## config.mk

```make
export PLATFORM = sky130hd
export DESIGN_NAME = seg_scan_ctrl_flat
export DESIGN_NICKNAME = d
export VERILOG_FILES = /design/src/rtl/seg_pkg.sv /design/src/rtl/seg_scan_ctrl_if.sv /design/src/rtl/hex2seg.sv /design/src/rtl/seg_scan_ctrl.sv /design/src/flat_wrapper.sv
export SDC_FILE = /design/constraint.sdc
export NUM_CORES = 1
export LEC_CHECK = 0
export BUFFER_PORTS_ARGS = -buffer_cell sky130_fd_sc_hd__buf_2
export CELL_PAD_IN_SITES_DETAIL_PLACEMENT = 1
export CELL_PAD_IN_SITES_GLOBAL_PLACEMENT = 2
export CORE_ASPECT_RATIO = 1.25
export CORE_MARGIN = 4
export CORE_UTILIZATION = 44
export CTS_CLUSTER_SIZE = 20
export DETAILED_ROUTE_END_ITERATION = 10
export PLACE_DENSITY_LB_ADDON = 0.1
export SYNTH_ARGS = -nofsm -noshare
export SYNTH_HDL_FRONTEND = slang
export SYNTH_HIERARCHICAL = 1
export SYNTH_SLANG_ARGS = --single-unit
```

## constraint.sdc

```tcl
create_clock -name clk -period 4.6 [get_ports clk]
set_clock_uncertainty 0.15 [all_clocks]
set_input_delay 0.46 -clock clk [delete_from_list [all_inputs] [get_ports clk]]
set_output_delay 0.46 -clock clk [all_outputs]
set_load 0.01 [all_outputs]
```

## src/rtl/seg_pkg.sv

```systemverilog
// Shared constants and types for the 7-segment scan controller.
package seg_pkg;

  // Register map
  localparam logic ADDR_VALUE = 1'b0;
  localparam logic ADDR_CTRL  = 1'b1;

  // CTRL bit positions
  localparam int unsigned CTRL_EN_BIT   = 0;
  localparam int unsigned CTRL_LZB_BIT  = 1;
  localparam int unsigned CTRL_MASK_LSB = 2;
  localparam int unsigned CTRL_MASK_MSB = 5;

  // Enabled, leading-zero blank off, all four digits shown
  localparam logic [5:0] CTRL_RESET = 6'b111101;

  localparam logic [6:0] BLANK_SEG = 7'b0000000;

  // Scan FSM state encoding
  typedef logic [1:0] seg_state_t;
  localparam seg_state_t IDLE = 2'd0;
  localparam seg_state_t SHOW = 2'd1;
  localparam seg_state_t GAP  = 2'd2;

  typedef struct packed {
    logic [3:0] mask;
    logic       lzb;
    logic       enable;
  } seg_ctrl_t;

  // True when nibbles idx..3 of value are all zero; digit 0 never qualifies.
  function automatic logic lead_zero(input logic [15:0] value, input logic [1:0] idx);
    logic z;
    z = 1'b0;
    case (idx)
      2'd3:    z = (value[15:12] == 4'h0);
      2'd2:    z = (value[15:8] == 8'h00);
      2'd1:    z = (value[15:4] == 12'h000);
      default: z = 1'b0;
    endcase
    return z;
  endfunction

  // Digit index to active-high one-hot select; index 3 is the leftmost digit.
  function automatic logic [3:0] digit_onehot(input logic [1:0] idx);
    logic [3:0] oh;
    oh = 4'b0000;
    case (idx)
      2'd0:    oh = 4'b0001;
      2'd1:    oh = 4'b0010;
      2'd2:    oh = 4'b0100;
      default: oh = 4'b1000;
    endcase
    return oh;
  endfunction

endpackage

```

## src/rtl/seg_scan_ctrl_if.sv

```systemverilog
// CPU store-path write bus into the scan controller registers.
interface seg_scan_ctrl_if;
  logic        wr_en;
  logic        wr_addr;
  logic [15:0] wr_data;

  modport master (output wr_en, output wr_addr, output wr_data);
  modport slave  (input wr_en, input wr_addr, input wr_data);
endinterface

```

## src/rtl/hex2seg.sv

```systemverilog
// Hex nibble to active-high 7-segment pattern, bit order {g,f,e,d,c,b,a}.
module hex2seg (
  input  logic [3:0] hex,
  output logic [6:0] seg
);

  // Pure lookup of the segment pattern
  always_comb begin
    seg = 7'h00;
    case (hex)
      4'h0:    seg = 7'h3F;
      4'h1:    seg = 7'h06;
      4'h2:    seg = 7'h5B;
      4'h3:    seg = 7'h4F;
      4'h4:    seg = 7'h66;
      4'h5:    seg = 7'h6D;
      4'h6:    seg = 7'h7D;
      4'h7:    seg = 7'h07;
      4'h8:    seg = 7'h7F;
      4'h9:    seg = 7'h6F;
      4'hA:    seg = 7'h77;
      4'hB:    seg = 7'h7C;
      4'hC:    seg = 7'h39;
      4'hD:    seg = 7'h5E;
      4'hE:    seg = 7'h79;
      default: seg = 7'h71;
    endcase
  end

endmodule

```

## src/rtl/seg_scan_ctrl.sv

```systemverilog
// Frame-synchronised 4-digit 7-segment scan controller with anti-ghosting blank gap.
module seg_scan_ctrl
  import seg_pkg::*;
#(
  parameter int unsigned CLK_HZ       = 100_000_000,
  parameter int unsigned SCAN_HZ      = 1000,
  parameter int unsigned BLANK_CYCLES = 16
) (
  input  logic           clk,
  input  logic           rst_n,
  seg_scan_ctrl_if.slave bus,
  output logic [3:0]     sel,
  output logic [6:0]     leds,
  output logic           frame_tick
);

  localparam int unsigned DIV   = CLK_HZ / SCAN_HZ;
  localparam int unsigned CNT_W = (DIV > 1) ? $clog2(DIV) : 1;
  localparam logic [CNT_W-1:0] SHOW_LAST = CNT_W'(DIV - BLANK_CYCLES - 1);
  localparam logic [CNT_W-1:0] SLOT_LAST = CNT_W'(DIV - 1);

  if (BLANK_CYCLES < 1 || BLANK_CYCLES >= DIV) begin : gen_param_check
    $error("seg_scan_ctrl: BLANK_CYCLES must satisfy 1 <= BLANK_CYCLES < DIV");
  end

  seg_ctrl_t        ctrl_q, ctrl_d;
  logic [15:0]      value_q, value_d;
  logic [15:0]      shadow_q, shadow_d;
  logic             pending_q, pending_d;
  seg_state_t       state_q, state_d;
  logic [CNT_W-1:0] cnt_q, cnt_d;
  logic [1:0]       idx_q, idx_d;
  logic             wrap_q, wrap_d;
  logic [3:0]       sel_q, sel_d;
  logic [6:0]       leds_q, leds_d;
  logic             frame_tick_q;

  logic             value_wr, ctrl_wr, load_shadow;
  logic [3:0]       nibble;
  logic [6:0]       seg_pat;
  logic             digit_on;

  // Upper write-data bits have no CTRL meaning
  logic             unused_wr_data;
  assign unused_wr_data = ^bus.wr_data[15:6];

  // Register write decode; CTRL takes effect on the cycle after the strobe
  always_comb begin
    value_wr = bus.wr_en && (bus.wr_addr == ADDR_VALUE);
    ctrl_wr  = bus.wr_en && (bus.wr_addr == ADDR_CTRL);
    value_d  = value_wr ? bus.wr_data : value_q;
    ctrl_d   = ctrl_q;
    if (ctrl_wr) begin
      ctrl_d.mask   = bus.wr_data[CTRL_MASK_MSB:CTRL_MASK_LSB];
      ctrl_d.lzb    = bus.wr_data[CTRL_LZB_BIT];
      ctrl_d.enable = bus.wr_data[CTRL_EN_BIT];
    end
  end

  // Slot scheduler: SHOW for DIV-BLANK_CYCLES cycles, GAP for BLANK_CYCLES, digit 3 first
  always_comb begin
    state_d     = state_q;
    cnt_d       = cnt_q;
    idx_d       = idx_q;
    wrap_d      = 1'b0;
    load_shadow = 1'b0;
    if (!ctrl_q.enable) begin
      state_d = IDLE;
      cnt_d   = '0;
      idx_d   = 2'd0;
    end else begin
      case (state_q)
        IDLE: begin
          state_d     = SHOW;
          cnt_d       = '0;
          idx_d       = 2'd3;
          load_shadow = 1'b1;
        end
        SHOW: begin
          cnt_d = cnt_q + 1'b1;
          if (cnt_q == SHOW_LAST) begin
            state_d = GAP;
          end
        end
        GAP: begin
          if (cnt_q == SLOT_LAST) begin
            state_d = SHOW;
            cnt_d   = '0;
            idx_d   = idx_q - 2'd1;
            if (idx_q == 2'd0) begin
              wrap_d      = 1'b1;
              // A write landing on the wrap cycle is picked up via value_d
              load_shadow = pending_q || value_wr;
            end
          end else begin
            cnt_d = cnt_q + 1'b1;
          end
        end
        default: begin
          state_d = IDLE;
          cnt_d   = '0;
          idx_d   = 2'd0;
        end
      endcase
    end
  end

  // Shadow only updates at a frame boundary so a frame never tears
  always_comb begin
    shadow_d  = shadow_q;
    pending_d = pending_q;
    if (value_wr) begin
      pending_d = 1'b1;
    end
    if (load_shadow) begin
      shadow_d  = value_d;
      pending_d = 1'b0;
    end
  end

  // Select the nibble of the current digit for the shared decoder
  always_comb begin
    nibble = 4'h0;
    case (idx_q)
      2'd0:    nibble = shadow_q[3:0];
      2'd1:    nibble = shadow_q[7:4];
      2'd2:    nibble = shadow_q[11:8];
      default: nibble = shadow_q[15:12];
    endcase
  end

  hex2seg u_hex2seg (
    .hex (nibble),
    .seg (seg_pat)
  );

  // Suppressed digits keep their slot timing but stay dark
  always_comb begin
    digit_on = (state_q == SHOW) && ctrl_q.mask[idx_q] &&
               !(ctrl_q.lzb && lead_zero(shadow_q, idx_q));
    sel_d    = digit_on ? digit_onehot(idx_q) : 4'b0000;
    leds_d   = digit_on ? seg_pat : BLANK_SEG;
  end

  // All state and registered outputs
  always_ff @(posedge clk or negedge rst_n) begin
    if (!rst_n) begin
      ctrl_q       <= seg_ctrl_t'(CTRL_RESET);
      value_q      <= 16'h0000;
      shadow_q     <= 16'h0000;
      pending_q    <= 1'b0;
      state_q      <= IDLE;
      cnt_q        <= '0;
      idx_q        <= 2'd0;
      wrap_q       <= 1'b0;
      sel_q        <= 4'b0000;
      leds_q       <= BLANK_SEG;
      frame_tick_q <= 1'b0;
    end else begin
      ctrl_q       <= ctrl_d;
      value_q      <= value_d;
      shadow_q     <= shadow_d;
      pending_q    <= pending_d;
      state_q      <= state_d;
      cnt_q        <= cnt_d;
      idx_q        <= idx_d;
      wrap_q       <= wrap_d;
      sel_q        <= sel_d;
      leds_q       <= leds_d;
      // Lines up with the first lit cycle of digit 3 in the new frame
      frame_tick_q <= wrap_q;
    end
  end

  assign sel        = sel_q;
  assign leds       = leds_q;
  assign frame_tick = frame_tick_q;

endmodule

```

## src/flat_wrapper.sv

```systemverilog
// flat-port wrapper written by rule: the top's interface ports become plain ports
module seg_scan_ctrl_flat import seg_pkg::*;
#(
  parameter int unsigned CLK_HZ       = 100_000_000,
  parameter int unsigned SCAN_HZ      = 1000,
  parameter int unsigned BLANK_CYCLES = 16
)
  (clk, rst_n, sel, leds, frame_tick, bus_wr_en, bus_wr_addr, bus_wr_data);
  seg_scan_ctrl_if bus_i ();
  input  logic clk;
  input  logic rst_n;
  output logic [3:0] sel;
  output logic [6:0] leds;
  output logic frame_tick;
  input wire logic [$bits(bus_i.wr_en)-1:0] bus_wr_en;
  input wire logic [$bits(bus_i.wr_addr)-1:0] bus_wr_addr;
  input wire logic [$bits(bus_i.wr_data)-1:0] bus_wr_data;
  assign bus_i.wr_en = bus_wr_en;
  assign bus_i.wr_addr = bus_wr_addr;
  assign bus_i.wr_data = bus_wr_data;
  seg_scan_ctrl #(.CLK_HZ(CLK_HZ), .SCAN_HZ(SCAN_HZ), .BLANK_CYCLES(BLANK_CYCLES)) u_core (.clk(clk), .rst_n(rst_n), .bus(bus_i), .sel(sel), .leds(leds), .frame_tick(frame_tick));
endmodule
```

Yosys cells after proc, flatten, opt, wreduce, memory -nomap -nowiden

Memory sizes are Yosys's and may differ from the RTL's.
Index checks and enable logic that the tools add are counted.

Memories: 1
Register bits after elaboration: 73
Memory bits (read-only): 112
Bits of input ports: 20

Memories:

| memory          | words | bits a word | rd ports | clocked after Yosys merged registers in | write ports | line          | text |
|---|---|---|---|---|---|---|---|
| (no name shown) | 16    | 7           | 1        | 0                                       | 0           | hex2seg.sv:10 | `case (hex)` |

$lt $le $gt $ge: 1
Add/subtract/negate cells: 2
Multiplexer cells: 28
Eq/ne operators: 10
Bitwise logic cells: 1
Reduce and logical (&&, ||, !) cells: 15

Operators by type and width:

| cell                    | count |
|---|---|
| $eq A17 B17 Y1 const B  | 2 |
| $mux W17                | 2 |
| $pmux W17 S2            | 1 |
| $pmux W4 S3             | 2 |
| $add A17 B1 Y17 const B | 1 |
| $mux W16                | 1 |
| $logic_not A12 Y1       | 1 |
| $pmux W2 S3             | 2 |
| $mux W1                 | 10 |
| $mux W2                 | 5 |
| $logic_not A8 Y1        | 1 |
| $mux W7                 | 1 |
| $eq A2 B2 Y1 const B    | 3 |
| $ne A3 B3 Y1 const B    | 2 |
| $logic_and A1 B1 Y1     | 5 |
| $eq A2 B1 Y1 const B    | 2 |
| $logic_not A2 Y1        | 2 |
| $logic_not A4 Y1        | 1 |
| $mux W4                 | 1 |
| $reduce_and A2 Y1       | 2 |
| $lt A2 B3 Y1 const B    | 1 |
| $pmux W1 S3             | 1 |
| $bmux W1 S2             | 1 |
| $ne A2 B2 Y1 const B    | 1 |
| 6 further kinds         | 6 |

Longest topological paths before layout

Gate-level depths: netlist of the first run.

Depth after elaboration: 8
Gate-level depth with buffers: 9
Gate-level depth less buffers: 9

Cells and area by module

Netlist of the first run, hierarchy kept.

By module, submodules not included:

| module        | sequential area each (um2) | times used | area each (um2) | cells an instance |
|---|---|---|---|---|
| seg_scan_ctrl | 1,833.0                    | 1          | 3,218.1         | 252 |
| hex2seg       | 0.0                        | 1          | 290.3           | 33 |

Worst setup path after synthesis of the first run

Ideal clock, no wire load.

Path type: register to register
Start: register u_core.idx_q[0]
End: register u_core.leds_q[3] (netlist: u_core/leds[3])
Clock period less this slack: 2.500 ns
Data arrival time: 2.231 ns
Setup slack: 2.100 ns
Stages on the path, launching flop included: 10
Setup time: 0.119 ns
Path buffers: 0
Required time: 4.331 ns
Path through: dfrtp_1 inv_1 ha_1 a222oi_1 mux2i_1 inv_1 ha_1 inv_1 mux4_1 and2_1

Elaborated cells on any way between the ends: 14
Classes of those cells: eq/ne: 3; mux: 5; reduce/logical: 5; memory: 1

RTL lines:

| what                                 | line                 | text |
|---|---|---|
| start, declared                      | seg_scan_ctrl.sv:32  | `logic [1:0] idx_q, idx_d;` |
| start signal, assigned               | seg_scan_ctrl.sv:166 | `idx_q <= idx_d;` |
| $eq A2 B2 Y1 (tied with other cells) | seg_scan_ctrl.sv:124 | `case (idx_q)` |
| $pmux W4 S3 *                        | seg_scan_ctrl.sv:124 |  |
| net u_core.nibble[1]                 | seg_scan_ctrl.sv:39  | `logic [3:0] nibble;` |
| $mem_v2 Z16 W7 *                     | n/a                  |  |
| net u_core.seg_pat[3]                | seg_scan_ctrl.sv:40  | `logic [6:0] seg_pat;` |
| $mux W7 *                            | seg_scan_ctrl.sv:142 | `leds_d = digit_on ? seg_pat : BLANK_SEG;` |
| net u_core.leds_d[3]                 | seg_scan_ctrl.sv:35  | `logic [6:0] leds_q, leds_d;` |
| end signal, assigned                 | seg_scan_ctrl.sv:169 | `leds_q <= leds_d;` |
| end, declared                        | seg_scan_ctrl.sv:35  |  |

The timed path passes the listed nets; every way through them passes the cells marked *. The select of a mux whose other input is x is not followed.
A chain may end at the register's enable or synchronous reset.

Worst setup path in the final report of the first run

Same ends and word-level chain as after synthesis.

==> run summary, run 1 <==
The final max-slew violation count was 0. The type of origin of the critical path is a flip-flop. The number of buffers added to fix hold violations after cts is 0. Buffers added to address setup during post-CTS repair amount to 0. The first-pass GRT wire length is 11.9 mm. In this run the top signal layer used is met4. Headroom to the max-slew limit came out at 37.0%.

The final-layout fill cell count came out at 847. The ratio of cells with drive above 1 in the final layout came out at 28.7%. The H-tree depth came out at 3.

The wire length on met1 came out at 2.83 mm. The sum of routed wire length over all layers came out at 7.04 mm. The required time at the worst-slack endpoint came out at 4680 ps. The post-synthesis to final-layout area growth is 13.7%. The number of placed instances with taps included came out at 404. The synthesized flop and latch total is 73. Of all nets on the critical path, the largest fanout is 5. In this run the mean area of a mapped cell was 12.3 µm².

The CTS sink count is 73. The max-cap check violation count is 0. The dominant cell type by count on the critical path is sky130_fd_sc_hd__inv_1. The post-cts repair resize count came out at 0. The share of the core filled with cells in the final layout is 51.2%. The instance count of the mapped netlist is 285. At the pin with the least slew margin, the transition time is 918 ps. The detailed router's first-iteration violation count came out at 68. The slowest stage of the critical path is the sky130_fd_sc_hd__mux4_1 cell. The net count after synthesis is 323. The first-pass iteration count of the detailed router is 7. The count of different cell masters after synthesis came out at 46.

After detailed routing, the number of remaining DRC violations is 0. The worst path uses 60.0% of the clock period. The number of enable-type register cells in the synthesized netlist came out at 0. On the critical path the largest part of the delay comes from multiplexers.

Using the TritonRoute via totals, the vias-per-cell ratio works out to 5.35. The final hold slack is 80.1 ps. The sequential share of the synthesized area came out at 52.2%. The power density of the placed cells is 611 nW/µm². The net total in the final layout is 358. The net load switching power is 0.000822 W. The number of inserted diodes came out at 0. The number of standard cells in the layout, taps in and fillers out came out at 419. The count of nets left with antenna violations after detail routing is 0.

The proportion of register bits with asynchronous set or reset after synthesis is 100%. The clock network power share is 24.9%. The netlist area before placement came out at 3510 µm². Pin placement for this block handled 32 I/O pins. Entering global routing, the biggest net connects 74 pins. The total count of hold-check failures in the final report came out at 0. The biggest area contributor in the post-synthesis netlist is sky130_fd_sc_hd__dfrtp_1. The critical path contains buffers and inverters numbering 3 combined.

STA classifies the critical path endpoint as a flip-flop. The proportion of netlist area held by the largest area contributor came out at 48.5%. By count the netlist is led by sky130_fd_sc_hd__dfrtp_1 (68), sky130_fd_sc_hd__mux2_2 (31), sky130_fd_sc_hd__nor2_1 (24). The worst min-delay path class is input port to async pin. The minimum clock period is 2760 ps.

The number of cell rows came out at 36. The setup TNS is 0 ps. TritonCTS built the clock tree. The internal power consumption is 0.00162 W.

The library cell used as clock root buffer is sky130_fd_sc_hd__clkbuf_8. The signal on the critical path passes through inv_1 > ha_1 > a222oi_1 > mux2i_1 > inv_1 > ha_1 > inv_1 > mux4_1 > and2_1. The flow ran to the end, and the final reports show no timing, DRC or antenna violations. The share of power burned in combinational logic came out at 37.9%. Clock latency on the worst-skew pair, taken at its later pin, is 330 ps.

For this run, the top clock speed supported by timing is 362 MHz. The global routing usage summed across all routing layers came out at 16.5%. Data on the critical path arrives at its endpoint at 2840 ps. The sequential power share is 37.2%. The initial antenna violation count is 0. The longest clock path from root to sink contains 2 buffers.

Net switching is 33.7% of the power. In this design, the stage delay of the slowest critical-path cell is 470 ps. The global route total overflow came out at 0. For this configuration, the core starts out at a cell density of 45.0%. The routability congestion estimate from global placement is 0.772. The met3 layer wire length in the routed design came out at 196 µm.

Among all flip-flop cells after synthesis, the most frequent one is sky130_fd_sc_hd__dfrtp_1. Summed over all nets, the half-perimeter wirelength after detailed placement is 5.10 mm. The number of synthesis warnings is 6. The routed wire length per instance is 16.8 µm.

Clock tree synthesis inserted a total of 9 buffers. The number of I/O port buffers came out at 31. By area the synthesized netlist is led by sky130_fd_sc_hd__dfrtp_1 (49%), sky130_fd_sc_hd__mux2_2 (10%), sky130_fd_sc_hd__ha_1 (6.4%), sky130_fd_sc_hd__dfstp_2 (3.7%), sky130_fd_sc_hd__mux2_1 (2.9%). For this design the static power due to leakage is 1.81 nW.

The routed wire length on met2 came out at 3.92 mm. The via total after detailed routing is 2242. Setup repair after global routing left no endpoint under its margin.

By startpoint and endpoint, the worst setup path is classified as flip-flop to flip-flop. The region available for standard cell placement spans 7790 µm². The full die area is 9470 µm². Measured along the x axis, the die boundary spans 87.9 µm. The number of global-route vias before repair came out at 2416. Yosys instantiated no cell more often than sky130_fd_sc_hd__dfrtp_1.

The post-CTS clock slew at the launch and capture registers of the worst setup and hold paths is 80 ps. The worst-case vdd ir drop is 289 µV. Setup violations remaining at the end of the flow were counted as 0. The die is 108 µm tall.
## flip-flops by register name (all words and copies together), names as in the netlist
register and count:
u_core/ctrl_q 6, u_core/idx_q 2, u_core/sel 4, u_core/leds 7, u_core/shadow_q 16, u_core/pending_q 1
u_core/wrap_q 1, u_core/frame_tick 1, u_core/value_q 16, u_core/state_q 2, u_core/cnt_q 17
## placed cells by master (no fill, tap or decap), drive strengths merged, types with 3 or more instances in the layout
cell type  count
a21oi          7
a222oi         4
and2          11
and3           3
buf           33
bufinv         3
clkbuf        10
dfrtp         68
dfstp          5
ha            18
inv           15
mux2          41
mux2i          7
nand2         15
nand3          5
nand4          5
nor2          24
nor3           6
nor4           3
xnor2          7
xor2           8
## per-layer routing
metal  vias to the layer above  GRT usage (%)
li1                       1058              -
met5                         -              0
met3                         8           3.45
met2                        30           29.7
met1                      1146           19.2
met4                         0           5.59
## cell families (layout without fill, tap and decap cells)
kind of cell | count (synthesis) | after routing | share of synthesized area [%]
AO/OA/AOI/OAI | 20 | 20 | 4.81
XOR/XNOR | 15 | 15 | 3.74
adder cells (fa/ha/maj) | 18 | 18 | 6.42
buffers and inverters | 24 | 63 | 3.07
flip-flops | 73 | 73 | 52.2
multiplexers | 50 | 50 | 16.7
AND/OR/NAND/NOR | 85 | 85 | 13.1
## through the flow
step	worst slack [ps]	power [W]	area [µm²]
floorplan	2100	0.00161	3510
global placement	1930	0.00183	3750
detailed placement	1840	0.00187	3750
CTS	1850	0.00248	3990
global route	1580	0.00264	3990
finish	1840	0.00244	3990
## cell type report
type	count	area, µm²	area share (%)
tap	95	119	2.98
sequential	73	1830	45.9
clock inverter	5	104	2.60
multi-input combinational	188	1570	39.3
inverter	15	56.3	1.41
timing repair buffer	33	173	4.33
clock buffer	10	138	3.45
## worst paths after layout
check	startpoint	to	slack, ps	cells after the start
min in group clk	u_core/wrap_q	u_core/frame_tick	210	0
worst min register to register	u_core/wrap_q	u_core/frame_tick	210	0
max in group asynchronous	rst_n	u_core/shadow_q[15]	3600	1
worst min-delay path	rst_n	u_core/leds[2]	80	1
worst max register to register	u_core/idx_q[0]	u_core/leds[3]	1840	9
worst max-delay path	u_core/idx_q[0]	u_core/leds[3]	1840	9
## power groups by stage
stage	sequential, W	clock, W	combinational (W)
2_1_floorplan	0.000894	0	0.000717
3_3_place_gp	0.000918	0	0.000915
3_5_place_dp	0.000923	0	0.000943
4_1_cts	0.000911	0.000625	0.000946
5_1_grt	0.000927	0.000659	0.00105
6_report	0.000908	0.000607	0.000925
No activity file was read; power rests on OpenSTA's default activity.
==> run 2: changes to the inputs <==
CORE_UTILIZATION = 40   (was 44)
clock period = 2.8 ns   (was 4.6 ns; I/O delays follow)
==> run summary, run 2 (synthesis results as in run 1) <==
The maximum fanout encountered on the critical timing path is 5 (unchanged). The leakage power summed over all cells is 1.82 nW (+0.35%). The library cell used as clock root buffer is sky130_fd_sc_hd__clkbuf_8. The highest-delay cell along the critical path is sky130_fd_sc_hd__mux4_1. The required time at the worst-slack endpoint came out at 2890 ps (-1790 ps). The critical path goes through inv_1 > ha_1 > a222oi_1 > mux2i_1 > inv_2 > ha_2 > inv_1 > mux4_1 > and2_1. The half-perimeter wire length after placement came out at 5.13 mm (+0.63%).

The final max-slew violation count is 0 (unchanged). The routed wire length per instance was 15.7 µm (-6.3%). The worst hold path belongs to the class input port to flip-flop.

The number of global-route vias before repair is 2425 (+0.37%). The global routing usage summed across all routing layers came to 15.3% (-1.2 points). The number of I/O port buffers was 31 (unchanged).

The number of cell rows came out at 37 (+2.8%). The count of pins on the block boundary is 32 (unchanged). The CTS sink count came out at 73 (unchanged). The buffer and inverter count on the worst path was 3 (unchanged). The delay of the slowest critical-path stage is 470 ps (about the same). The number of placed instances with taps included is 433 (+7.2%). The standard cell core area is 8380 µm² (+7.5%). The post-CTS clock slew at the launch and capture registers of the worst setup and hold paths is 80 ps (about the same). The run finished with clean final reports. The data arrival at the endpoint of the critical path is 2710 ps (-130 ps).

The remaining design rule violation count came out at 0 (unchanged). The worst setup path is captured at a flip-flop. The area of all placed cells without fillers is 4040 µm² (+1.2%). The initial standard-cell utilization of the core came out at 41.9% (-3.2 points). Leaving out fill and tap cells, the most frequent cell in the layout is sky130_fd_sc_hd__dfrtp_1. STA classifies the critical path startpoint as a flip-flop. The max-slew headroom at the worst pin came out at 34.5% (-2.6 points). The net total in the final layout is 369 (+3.1%). The final-layout fill cell count came to 907 (+7.1%). The largest net degree at the start of global routing is 29 (-61%). The dominant cell type by count on the critical path is sky130_fd_sc_hd__inv_1. Ranked by flip-flop count, first place goes to u_core/cnt_q. The flip-flop count of the largest register, all copies and words added came out at 17 (unchanged). The area growth from synthesis to layout is 15.1%.

The cell family contributing the most delay on the critical path is multiplexers. The worst-case vdd ir drop came out at 373 µV (+29%). The total count of hold-check failures in the final report is 0 (unchanged).

The first-pass GRT wire length is 12.4 mm (+4.6%). The power density of the placed cells is 956 nW/µm² (+56%). The die width came out at 91.8 µm (+4.4%). Leaving out fill and tap cells, the most frequent cells in the layout are sky130_fd_sc_hd__dfrtp_1 (66), sky130_fd_sc_hd__buf_2 (31), sky130_fd_sc_hd__mux2_2 (31), sky130_fd_sc_hd__nor2_1 (24), sky130_fd_sc_hd__ha_1 (17).

The sum of internal, switching and leakage power came to 0.00386 W (+58%). The fmax came out at 381 MHz (+5.2%). The number of vias per cell is 4.96 (-7.3%). The total cell area at the placement stage is 3830 µm² (+2.1%). The number of standard cells in the layout, taps in and fillers out came out at 453 (+8.1%). The number of buffers created by CTS came out at 9 (unchanged). The full die area is 10300 µm² (+9.2%). The ratio of cells with drive above 1 in the final layout is 31.8% (+3.1 points). The vertical die dimension came to 113 µm (+4.5%).

The number of inserted diodes came to 0 (unchanged). The kind of critical path is flip-flop to flip-flop. The insertion delay to the later sink of the worst-skew pair is 340 ps (about the same).

The count of nets left with antenna violations after detail routing came out at 0 (unchanged). The CTS tree is built. The H-tree depth came out at 3 (unchanged). The maximum root-to-sink buffer count was 2 (unchanged). The sum of routed wire length over all layers came out at 7.13 mm (+1.3%). The initial antenna violation count came out at 0 (unchanged). The first-pass iteration count of the detailed router is 5 (-2).

The largest registers in the layout are u_core/cnt_q: 17 flops, u_core/shadow_q: 16 flops, u_core/value_q: 16 flops. The routability congestion estimate from global placement is 0.723 (-6.4%). The slew at the pin with the worst max-slew slack is 956 ps (+37.5 ps).

The max-cap check violation count came out at 0 (unchanged). The setup TNS is 0 ps (unchanged). The final cycle utilization of the critical path came to 93.7% (+34 points). The global route total overflow came out at 0 (unchanged). The count of endpoints failing setup in the final report came out at 0 (unchanged). The minimum clock period came out at 2620 ps (-137 ps). The via total after detailed routing came to 2246 (+0.18%). The final hold slack came out at 28.4 ps (-51.7 ps). The detailed router's first-iteration violation count came out at 68 (unchanged).
-- run 2: path summary, 6_finish.rpt --
kind                            startpoint            endpoint  slack [ps]  cells past startpoint
setup / recovery           u_core/idx_q[0]      u_core/leds[3]         180                      9
hold / removal             bus_wr_data[13]  u_core/value_q[13]          30                      2
setup reg to reg           u_core/idx_q[0]      u_core/leds[3]         180                      9
hold reg to reg              u_core/wrap_q   u_core/frame_tick         230                      0
max in group asynchronous            rst_n    u_core/ctrl_q[2]        1350                      3
min in group asynchronous            rst_n    u_core/pending_q         330                      2
-- run 2: metrics by stage --
step / setup slack, ps / utilization (%)
6_report: 176 / 48.2
5_1_grt: -9.10 / 48.2
4_1_cts: 0.964 / 47.9
3_5_place_dp: 45.4 / 45.7
3_3_place_gp: 147 / 45.7
2_1_floorplan: 300 / -
-- run 2: final cells by class --
cell class / instances / area, µm² / share of cell area, %
clock buffers: 11 / 141 / 3.50
clock inverters: 5 / 32.5 / 0.806
inverters: 15 / 56.3 / 1.39
multi-input cells: 188 / 1570 / 38.9
flip-flops and latches: 73 / 1840 / 45.5
well taps: 117 / 146 / 3.63
repair buffers: 44 / 255 / 6.32
-- run 2: repair_timing --
action,4_1_cts,5_1_grt
hold endpoints to repair,24,0
endpoints found under the setup margin,0,3
setup buffers,0,3
resized for setup,0,4
hold buffers,1,0
-- run 2: power by group --
part	switching [W]	total (W)	internal [W]	leakage (nW)
logic	0.000811	0.00163	0.000816	0.817
clock network	0.000399	0.000742	0.000343	0.0813
registers	0.000173	0.00149	0.00132	0.918
-- run 2: worst register-to-register path, stage by stage, from the launching register on --
cell and delay (ps):
sky130_fd_sc_hd__dfrtp_2 410, sky130_fd_sc_hd__inv_1 120, sky130_fd_sc_hd__ha_1 280, sky130_fd_sc_hd__a222oi_1 390, sky130_fd_sc_hd__mux2i_1 170, sky130_fd_sc_hd__inv_2 120, sky130_fd_sc_hd__ha_2 230, sky130_fd_sc_hd__inv_1 50
sky130_fd_sc_hd__mux4_1 470, sky130_fd_sc_hd__and2_1 150
-- run 2: per-layer routing --
layer	vias up	track usage, %	share of wire [%]
met5	-	0	0
met4	0	5.95	1.4
met3	7	3.52	3.2
met2	32	25.1	49
met1	1126	19.7	46
li1	1081	-	-
==> run 3: changes to the inputs <==
CELL_PAD_IN_SITES_GLOBAL_PLACEMENT = 1   (was 2)
CORE_UTILIZATION = 48   (was 40)
==> run summary, run 3 (synthesis results as in run 1) <==
The cell depth of the worst hold path came out at 2 (unchanged). The count of nets left with antenna violations after detail routing came out at 0 (unchanged). The net load switching power is 0.00139 W (+0.55%). The worst setup path is captured at a flip-flop.

The standard cell core area came to 7020 µm² (-16%). The global route total overflow came out at 0 (unchanged). Relative to the synthesized area, the layout overhead comes to 14.3%. The global routing usage summed across all routing layers is 18.5% (+3.2 points). The count of pins on the block boundary is 32 (unchanged). The post-CTS clock slew at the launch and capture registers of the worst setup and hold paths came to 80 ps (about the same). The required time at the worst-slack endpoint came out at 2890 ps (about the same). The power density of the placed cells came out at 978 nW/µm² (+2.3%).

The sum of internal, switching and leakage power is 0.00392 W (+1.6%). The slew at the pin with the worst max-slew slack came out at 926 ps (-29.7 ps). The fmax came out at 381 MHz (about the same). The full die area is 8750 µm² (-15%).

The largest registers in the layout are u_core/cnt_q: 17 flops, u_core/shadow_q: 16 flops, u_core/value_q: 16 flops. The final max-slew violation count is 0 (unchanged). Ranked by flip-flop count, first place goes to u_core/cnt_q. The net total in the final layout came out at 368 (-0.27%). The largest net degree at the start of global routing came out at 32 (+10%). The maximum root-to-sink buffer count is 2 (unchanged). The number of global-route vias before repair is 2512 (+3.6%). The number of buffers created by CTS came to 9 (unchanged).

The final-layout fill cell count is 751 (-17%). The setup TNS came out at 0 ps (unchanged). The detailed router's first-iteration violation count came out at 78 (+15%). The area of all placed cells without fillers is 4010 µm² (-0.65%). Setup repair after global routing left no endpoint under its margin. The max-slew headroom at the worst pin came out at 36.5% (+2.0 points). The worst-case vdd ir drop came out at 416 µV (+12%). The minimum clock period was 2620 ps (+0.566 ps).

The count of endpoints failing setup in the final report was 0 (unchanged). The switching portion of total power came to 35.4% (-0.39 points). The ratio of cells with drive above 1 in the final layout came out at 31.0% (-0.80 points).

The leakage power summed over all cells was 1.83 nW (+0.66%). The half-perimeter wire length after placement came to 5.24 mm (+2.3%). The CTS sink count is 73 (unchanged). The initial antenna violation count was 0 (unchanged). The vertical die dimension came to 104 µm (-8.1%). The max-cap check violation count came out at 0 (unchanged). The worst setup path is launched from a flip-flop. The total count of hold-check failures in the final report came out at 0 (unchanged). The internal power consumption was 0.00253 W (+2.2%).

The share of power burned in combinational logic was 41.2% (-1.0 points). The first-pass GRT wire length came out at 12.7 mm (+2.2%). The number of cells on the worst reg-to-reg path came out at 8 (-1). The final cycle utilization of the critical path was 93.7% (about the same). The data arrival at the endpoint of the critical path is 2720 ps (about the same). The die width is 84.5 µm (-8.0%). The worst min-delay path class is input port to flip-flop.

The H-tree depth came out at 3 (unchanged). The remaining design rule violation count is 0 (unchanged). The sequential power share came out at 38.5% (about the same). Leaving out fill and tap cells, the most frequent cells in the layout are sky130_fd_sc_hd__dfrtp_1 (66), sky130_fd_sc_hd__buf_2 (31), sky130_fd_sc_hd__mux2_2 (31), sky130_fd_sc_hd__nor2_1 (24), sky130_fd_sc_hd__ha_1 (17). The number of inserted diodes is 0 (unchanged). The first-pass iteration count of the detailed router came out at 8 (+3). In this run the clock root is driven by a sky130_fd_sc_hd__clkbuf_8. The flip-flop count of the largest register, all copies and words added is 17 (unchanged). The number of vias per cell is 5.43 (+9.6%). The number of I/O port buffers came out at 31 (unchanged). The number of cell rows is 34 (-8.1%). The clock network power share came out at 20.3% (+1.1 points).

The final hold slack came to 34.5 ps (+6.11 ps). The most frequent standard cell in the layout excluding fill and tap cells is sky130_fd_sc_hd__dfrtp_1. The flow ran to the end, and the final reports show no timing, DRC or antenna violations. The routed wire length per instance was 17.4 µm (+11%). The sum of routed wire length over all layers is 7.40 mm (+3.9%). The kind of critical path is flip-flop to flip-flop.

The insertion delay to the later sink of the worst-skew pair came to 340 ps (about the same). The via total after detailed routing is 2309 (+2.8%). The total cell area at the placement stage was 3790 µm² (-0.88%). The CTS tree is built.

The maximum fanout encountered on the critical timing path was 6 (+1). The routability congestion estimate from global placement came out at 0.775 (+7.1%). The initial standard-cell utilization of the core is 50.0% (+8.1 points).
run 3: changes by cell type in the layout (fill, tap and decap cells not counted), sizes merged:
| cell | delta |
|---|---|
| bufinv | +1 |
| buf | -1 |
| clkinv | +2 |
| clkinvlp | -3 |
run 3: repair_timing:
action,4_1_cts,5_1_grt
gates resized for setup,0,3
hold endpoints to repair,21,0
hold buffers,1,0
endpoints found under the setup margin,0,1
setup buffers,0,2
run 3: metrics by stage:
step / utilization (%) / setup slack [ps] / instances
after global placement: 54.0 / 216 / 406
after detailed placement: 54.0 / 92.1 / 406
after CTS: 56.9 / 95.7 / 423
after global routing: 57.1 / 18.2 / 425
final: 57.1 / 176 / 425
after floorplan: - / 300 / 285
run 3: layout make-up:
class	count	area, µm²	area share [%]
inverters	15	56.3	1.40
clock inverters	5	57.6	1.43
multi-input cells	188	1570	39.1
well taps	90	113	2.81
flip-flops and latches	73	1840	45.8
repair buffers	43	248	6.18
clock buffers	11	131	3.28
run 3: power groups by stage:
stage	clock, W	combinational, W	sequential (W)
after detailed placement	0	0.00159	0.00153
after floorplan	0	0.00118	0.00147
after CTS	0.000828	0.00161	0.00151
after global placement	0	0.00154	0.00152
after global routing	0.000874	0.00182	0.00154
final	0.000796	0.00162	0.00151
run 3: worst max-delay path, stage by stage (launching register included):
cell	delay [ps]
sky130_fd_sc_hd__dfrtp_2	440
sky130_fd_sc_hd__buf_4	140
sky130_fd_sc_hd__ha_1	260
sky130_fd_sc_hd__a222oi_1	310
sky130_fd_sc_hd__mux2i_1	160
sky130_fd_sc_hd__inv_1	150
sky130_fd_sc_hd__ha_1	270
sky130_fd_sc_hd__mux4_1	500
sky130_fd_sc_hd__and2_1	150
run 3: final timing paths:
| kind | startpoint | slack [ps] | endpoint |
|---|---|---|---|
| setup / recovery | u_core/idx_q[0] | 180 | u_core/leds[3] |
| hold / removal | bus_wr_data[8] | 30 | u_core/value_q[8] |
| setup reg to reg | u_core/idx_q[0] | 180 | u_core/leds[3] |
| hold reg to reg | u_core/wrap_q | 210 | u_core/frame_tick |
| max in group asynchronous | rst_n | 1410 | u_core/ctrl_q[5] |
| min in group asynchronous | rst_n | 280 | u_core/leds[1] |
run 3: metal layers:
| layer | global-route usage [%] | up-vias | part of all wire, % |
|---|---|---|---|
| li1 | - | 1082 | - |
| met1 | 23.0 | 1180 | 43 |
| met2 | 30.9 | 35 | 52 |
| met3 | 4.92 | 12 | 3.4 |
| met4 | 6.33 | 0 | 1.7 |
| met5 | 0 | - | 0 |
